[config.mk]
export PLATFORM = sky130hd
export DESIGN_NAME = axil_wr_ctrl
export DESIGN_NICKNAME = d
export VERILOG_FILES = /design/src/rtl/axil_pkg.sv /design/src/rtl/axil_hold_slot.sv /design/src/rtl/axil_wr_ctrl.sv
export SDC_FILE = /design/constraint.sdc
export NUM_CORES = 1
export LEC_CHECK = 0
export BUFFER_PORTS_ARGS = -buffer_cell sky130_fd_sc_hd__buf_4
export CAP_MARGIN = 20
export CORE_MARGIN = 1.5
export CORE_UTILIZATION = 43
export CTS_BUF_LIST = sky130_fd_sc_hd__clkbuf_8 sky130_fd_sc_hd__clkbuf_16
export CTS_CLUSTER_DIAMETER = 200
export DETAILED_ROUTE_END_ITERATION = 8
export PLACE_DENSITY = 0.76
export SLEW_MARGIN = 10
export SYNTH_ARGS = -nofsm -noshare
export SYNTH_HDL_FRONTEND = slang
export SYNTH_SLANG_ARGS = --single-unit
[constraint.sdc]
create_clock -name ACLK -period 1.7 [get_ports ACLK]
set_input_delay 0.34 -clock ACLK [delete_from_list [all_inputs] [get_ports ACLK]]
set_output_delay 0.34 -clock ACLK [all_outputs]
set_load 0.05 [all_outputs]
[src/rtl/axil_pkg.sv]
// Shared types for the AXI-Lite write-channel controller.
// Holds the FSM encoding and the B-channel response codes.
package axil_pkg;

    typedef enum logic [1:0] {
        COLLECT,
        MEM,
        RESP
    } wr_state_t;

    localparam logic [1:0] RESP_OKAY   = 2'b00;
    localparam logic [1:0] RESP_SLVERR = 2'b10;

endpackage

[src/rtl/axil_hold_slot.sv]
// Single-entry valid/ready capture register with a full flag.
// Stays full until the controller releases it with clear.
module axil_hold_slot #(
    parameter int WIDTH = 8
) (
    input  logic             clk,
    input  logic             rst_n,
    input  logic             valid,
    output logic             ready,
    input  logic [WIDTH-1:0] data,
    input  logic             clear,
    output logic             full,
    output logic [WIDTH-1:0] q
);

    assign ready = rst_n && !full;

    always_ff @(posedge clk) begin
        if (!rst_n) begin
            full <= 1'b0;
            q    <= '0;
        end else if (clear) begin
            full <= 1'b0;
        end else if (valid && !full) begin
            full <= 1'b1;
            q    <= data;
        end
    end

endmodule

[src/rtl/axil_wr_ctrl.sv]
// AXI-Lite slave write controller: joins AW and W beats,
// issues one register-bank write, then returns the B response.
module axil_wr_ctrl
    import axil_pkg::*;
#(
    parameter int ADDR_WIDTH = 8,
    parameter int DATA_WIDTH = 32,
    parameter int NUM_REGS   = 16
) (
    input  logic                          ACLK,
    input  logic                          ARESETn,
    input  logic                          AWVALID,
    output logic                          AWREADY,
    input  logic [ADDR_WIDTH-1:0]         AWADDR,
    input  logic                          WVALID,
    output logic                          WREADY,
    input  logic [DATA_WIDTH-1:0]         WDATA,
    input  logic [DATA_WIDTH/8-1:0]       WSTRB,
    output logic                          BVALID,
    input  logic                          BREADY,
    output logic [1:0]                    BRESP,
    output logic                          mem_we,
    output logic [$clog2(NUM_REGS)-1:0]   mem_idx,
    output logic [DATA_WIDTH-1:0]         mem_wdata,
    output logic [DATA_WIDTH/8-1:0]       mem_wstrb,
    input  logic                          mem_busy,
    output logic [7:0]                    err_count
);

    localparam int STRB_W = DATA_WIDTH / 8;
    localparam int IDX_W  = $clog2(NUM_REGS);
    localparam int W_W    = DATA_WIDTH + STRB_W;

    wr_state_t state, state_nx;

    logic                  aw_full;
    logic                  w_full;
    logic                  slot_clr;
    logic [ADDR_WIDTH-1:0] aw_q;
    logic [W_W-1:0]        w_q;
    logic [ADDR_WIDTH-1:0] word_addr;
    logic                  decode_ok;
    logic [1:0]            bresp_q;
    logic [7:0]            err_q;

    axil_hold_slot #(.WIDTH(ADDR_WIDTH)) u_aw_slot (
        .clk   (ACLK),
        .rst_n (ARESETn),
        .valid (AWVALID),
        .ready (AWREADY),
        .data  (AWADDR),
        .clear (slot_clr),
        .full  (aw_full),
        .q     (aw_q)
    );

    axil_hold_slot #(.WIDTH(W_W)) u_w_slot (
        .clk   (ACLK),
        .rst_n (ARESETn),
        .valid (WVALID),
        .ready (WREADY),
        .data  ({WSTRB, WDATA}),
        .clear (slot_clr),
        .full  (w_full),
        .q     (w_q)
    );

    assign word_addr = aw_q >> 2;
    assign decode_ok = (aw_q[1:0] == 2'b00)
                    && (word_addr < ADDR_WIDTH'(NUM_REGS));

    assign mem_idx   = word_addr[IDX_W-1:0];
    assign mem_wdata = w_q[DATA_WIDTH-1:0];
    assign mem_wstrb = w_q[DATA_WIDTH +: STRB_W];

    always_ff @(posedge ACLK) begin
        if (!ARESETn) state <= COLLECT;
        else          state <= state_nx;
    end

    always_comb begin
        state_nx = state;
        mem_we   = 1'b0;
        slot_clr = 1'b0;
        unique case (state)
            COLLECT: begin
                if (aw_full && w_full) state_nx = MEM;
            end
            MEM: begin
                mem_we = ARESETn && decode_ok && !mem_busy;
                // a decode error retires without waiting on the bank
                if (!mem_busy || !decode_ok) begin
                    slot_clr = 1'b1;
                    state_nx = RESP;
                end
            end
            RESP: begin
                if (BREADY) state_nx = COLLECT;
            end
            default: state_nx = COLLECT;
        endcase
    end

    always_ff @(posedge ACLK) begin
        if (!ARESETn) begin
            bresp_q <= RESP_OKAY;
            err_q   <= 8'h00;
        end else if (slot_clr) begin
            bresp_q <= decode_ok ? RESP_OKAY : RESP_SLVERR;
            if (!decode_ok && err_q != 8'hFF) err_q <= err_q + 8'h01;
        end
    end

    assign BVALID    = (state == RESP);
    assign BRESP     = bresp_q;
    assign err_count = err_q;

endmodule

* After elaboration in Yosys (flattened, before gate mapping) *
Index checks and enable logic that the tools add are counted.

word-level totals
  RAM bits = 0
  register bits = 58
  memories = 0
  bits in latches = 0
  memory bits (read-only) = 0

operators by class
  bitwise operators = 2
  reduce and logical (&&, ||, !) cells = 21
  $lt $le $gt $ge = 1
  $add $sub $neg = 1
  eq/ne operators = 6
  divide/modulo/power cells = 0
  shift operators = 0
  multipliers = 0
  mux-type cells = 8

operator list
  kind                                                  count
  logical AND 1 bit                                     9
  adder 8 x 1 -> 8 bit (second input constant)          1
  two-way mux 2 bit                                     4
  != test 8 bit (second input constant)                 1
  < comparator 6 x 5 -> 1 bit (second input constant)   1
  one-hot mux 2 bit (3 select lines)                    1
  AND reduction 2 bit                                   3
  logical NOT 1 bit                                     4
  logical NOT 2 bit                                     2
  != test 2 bit (second input constant)                 2
  two-way mux 1 bit                                     3
  AND reduction 3 bit                                   1
  equality test 2 x 1 -> 1 bit (second input constant)  1
  equality test 2 bit (second input constant)           1
  != test 2 x 1 -> 1 bit (second input constant)        1
  inverter 1 bit                                        2
  OR reduction 2 bit                                    1
  logical OR 1 bit                                      1

* Logic depth before layout (Yosys ltp) *
  word-level depth = 8
  gate-level depth with buffers = 7

* Cells and area by module *
A second synthesis with hierarchy kept.

second synthesis, totals
  cell total of the unflattened synthesis = 267
  area, all modules = 2473.6 um^2

modules (own cells, without submodules)
  module                       cells an instance  area each (um^2)  seq. area each (um^2)  times used
  axil_hold_slot at u_w_slot   161                1514.0            740.7                  1
  axil_wr_ctrl                 66                 580.6             220.2                  1
  axil_hold_slot at u_aw_slot  40                 379.1             180.2                  1

* Worst setup path before layout *
OpenSTA, ideal clock, no wires.

  path type = reg-to-reg
  start = reg err_q[0] (netlist: err_count[0])
  end = reg err_q[4] (netlist: err_count[4])
  arrival = 1.733 ns
  period minus slack after synthesis = 1.861 ns
  cell stages (with the launch flop) = 6
  slack = -0.161 ns
  setup time = 0.128 ns
  path through = dfxtp_1 -> ha_1 -> nand3_1 -> a2111oi_0 -> xnor2_1 -> nor2_1

on the way
  word-level cells in the longest chain between the ends = 3
  elaborated cells between the ends (all ways) = 4
  those cells by class = add/sub: 1; eq/ne: 1; reduce/logical: 2

RTL lines
  what                                                                          RTL line             source
  from (decl)                                                                   axil_wr_ctrl.sv:44   logic [7:0] err_q;
  from (signal assigned)                                                        axil_wr_ctrl.sv:110  if (!decode_ok && err_q != 8'hFF) err_q <= err_q + 8'h01;
  parallel branches: the longest is 3 deep, another holds adder 8 x 1 -> 8 bit  --

Parallel ways; which one is timed is not known.
A chain may end at the register's enable or synchronous reset.

* Worst setup path after layout *
  start = reg u_aw_slot.q[6]
  end = out mem_we

on the way
  word-level cells in the longest chain between the ends = 5

RTL lines
  what                            RTL line              source
  from (decl)                     axil_hold_slot.sv:13  output logic [WIDTH-1:0] q
  from (signal assigned)          axil_hold_slot.sv:26  q <= data;
  < comparator 6 x 5 -> 1 bit     axil_wr_ctrl.sv:70    && (word_addr < ADDR_WIDTH'(NUM_REGS));
  logical AND 1 bit               axil_wr_ctrl.sv:70
  logical AND 1 bit (2 in a row)  axil_wr_ctrl.sv:90    mem_we = ARESETn && decode_ok && !mem_busy;
  two-way mux 1 bit               axil_wr_ctrl.sv:85    unique case (state)
  to (decl)                       axil_wr_ctrl.sv:22    output logic mem_we,

Every way passes these cells.

==> metrics.yaml <==
dr.pass1.iters: 4
cts_tree: "built"
htree_levels: 3
core-area_um2: 5510
start_util_pct: 44.6
numCtsBuffers: 9
final_max_slew_viol_count: 0
wl_per_cell_um: 12.7
hold_depth: 3
p_sw_share_pct: 31.2
fin_crit_sh_pct: 102
peakVddDrop_v: 0.000546
p_switching_mw: 1.02
post-route-util_pct: 64.1
synth-edff-count: 0
fin_area_um2: 3530
worst-endpoint-required_ns: 1.36
dp_hpwl_um: 3870
clk_path_buf_depth: 2
synth_top_area_share_pct: 46.5
synth_nets: 326
regToRegSetupSlack_ns: -0.02
grt_max_degree: 93
critical_path_class: "reg -> out"
intPower_mw: 2.24
rows: 27
hold_viol_final: 0
leakagePower_nw: 1.66
synth_cells: 275
r2r-start: "u_aw_slot.q[6]"
violations: "negative setup slack"
place.gp.congestion: 0.784
clkTransAtPathRegs_ns: 0.06
maxCapViolations: 0
placed_area_um2: 3240
final_cells: 455
avgViaCountPerCell: 4.71
drc: 0
antenna_left: 0
diodes: 0
path_cells: "nor4_4 -> buf_4 -> and3_4 -> buf_8"
num_vias: 2144
grt_pass1_vias: 2060
synth_common_cells: "nand2_1, dfxtp_1, mux2i_1, clkbuf_1, nor2_1"
ys.flop_type: "dfxtp_1"
dieArea_um2: 6170
grtUsageTotal_pct: 18.4
dp_cells: 432
relSlewSlack_pct: 67.0
holdPathEnd: "u_aw_slot.full"
synth_area_um2: 2450
rsz0062_at_grt: "yes"
clock_sinks: 57
die_y_um: 78.5
synth_cell_types: 33
synth.yosys.seq_area_share_pct: 46.5
synth_most_common_cell: "nand2_1"
r2r_end: "u_w_slot.q[12]"
power_frac_seq_pct: 45.1
clk_latency_ns: 0.32
synth-seq-cells: 57
fmaxAchievable_mhz: 575
worst_hold_path_type: "in -> reg"
cts_hold_buf: 0
place_ws_ns: 0.0855
min_from: "AWVALID"
cts_root_buffer: "clkbuf_8"
skew_ns: 0.00896
wl_um: 5790
p_total_mw: 3.26
finalWorstSetupSlack_ns: -0.0396
crit_path_max_fanout: 2
area_growth_pct: 43.9
ys_warn_count: 0
min_period_ns: 1.74
tightest_slew_ns: 0.483
synth_area_leaders: "dfxtp_1, mux2i_1, nand2_1"
p_comb_share_pct: 24.0
worstRegToRegCells: 7
slowest_stage: "dfxtp_2"
die_x_um: 78.5
power_density_nw_per_um2: 924
portBuffers: 102
status: "finished, violations left"
async_reset_ff_share_pct: 0
antenna_found_initial: 0
cp-end-kind: "output pin"
drive_gt1_share_pct: 36.0
p_clk_share_pct: 31.0
max_stage_delay_ns: 0.33
io_pins: 104
grt_pass1_wl_um: 8910
finalSetupViolCount: 2
nets: 429
start_kind: "flip-flop"
overflow: 0
drt-initial-drc-count: 77
arrival_ns: 1.40
synth_top_area_cell: "dfxtp_1"
postSynthAreaPerCell_um2: 8.92
[critical path, delay by kind of cell (launching register included)]
| family | cells | cell delay [ns] |
|---|---|---|
| buffers and inverters | 2 | 0.30 |
| AND/OR/NAND/NOR | 2 | 0.46 |
| flip-flops | 1 | 0.33 |
[worst max-delay path by stage]
stage                   startpoint              to  depth (start not counted)
floorplan             err_count[6]    err_count[4]                          5
global placement    u_aw_slot.q[6]  u_w_slot.q[22]                          5
detailed placement  u_aw_slot.q[6]   u_w_slot.q[3]                          5
CTS                 u_aw_slot.q[1]          mem_we                          4
global route        u_aw_slot.q[6]          mem_we                          4
finish              u_aw_slot.q[6]          mem_we                          4
[kinds of logic (layout without fill, tap and decap cells)]
| group | Yosys count | count (layout) | synth area share (%) |
|---|---|---|---|
| AO/OA/AOI/OAI | 14 | 14 | 3.62 |
| XOR/XNOR | 2 | 2 | 0.714 |
| adder cells (fa/ha/maj) | 1 | 1 | 0.510 |
| buffers and inverters | 25 | 133 | 6.94 |
| flip-flops | 57 | 57 | 46.5 |
| multiplexers | 45 | 45 | 18.4 |
| other | 1 | 1 | 0.153 |
| AND/OR/NAND/NOR | 130 | 130 | 23.2 |
[cell type report]
cell class | instances | area (um2)
sequential | 57 | 1150
inverter | 2 | 7.51
clock inverter | 7 | 31.3
tap | 72 | 90.1
fill | 478 | 1980
timing repair buffer | 115 | 972
multi-input combinational | 193 | 1160
clock buffer | 9 | 124
[per-layer routing]
metal,vias up,part of all wire [%],track usage [%]
li1,1103,-,-
met1,979,42,20.6
met2,57,52,32.2
met3,5,5.4,5.00
met4,0,0.80,8.57
met5,-,0,0
[per-stage QoR]
step	TNS, ns	hold slack [ns]
floorplan	0	0.407
global placement	0	0.421
detailed placement	0	0.419
CTS	-0.0607	0.224
global route	-3.29	0.257
finish	-0.0558	0.240
[power groups by stage]
stage | Clock, mW | Combinational [mW] | Sequential, mW
floorplan | 0 | 0.287 | 1.70
global placement | 0 | 0.716 | 1.49
detailed placement | 0 | 0.725 | 1.50
CTS | 1.04 | 0.740 | 1.47
global route | 1.12 | 0.828 | 1.48
finish | 1.01 | 0.781 | 1.47
[sequential cells by signal, summed over array words and instances (netlist names)]
signal,flops
state,2
u_aw_slot.q,8
err_count,8
u_w_slot.full,1
BRESP,1
u_w_slot.q,36
u_aw_slot.full,1
[cells in the final DEF, fill, tap and decap left out, types with 2 or more instances in the layout]
| cell | instances |
|---|---|
| buf_12 | 3 |
| and4b_1 | 2 |
| buf_8 | 2 |
| a211oi_1 | 2 |
| a31oi_1 | 2 |
| clkbuf_16 | 3 |
| buf_4 | 106 |
| nand2_1 | 93 |
| dfxtp_1 | 53 |
| xnor2_1 | 2 |
| dfxtp_2 | 4 |
| nand3_1 | 5 |
| clkbuf_8 | 9 |
| inv_1 | 5 |
| nor2b_1 | 2 |
| nand2b_1 | 3 |
| clkinv_2 | 4 |
| nor2_1 | 13 |
| a21oi_1 | 5 |
| mux2i_1 | 45 |
| o21ai_0 | 2 |
| nor3_1 | 4 |
[timing repair]
| action | CTS | global route |
|---|---|---|
| gates cloned | 0 | 4 |
| gates resized for setup | 4 | 3 |
| endpoints found under the setup margin | 1 | 37 |
| buffers inserted | 2 | 1 |
| pin swaps | 1 | 2 |
| endpoints found under the hold margin | 0 | 0 |
Power figures use the tool's default switching activity.
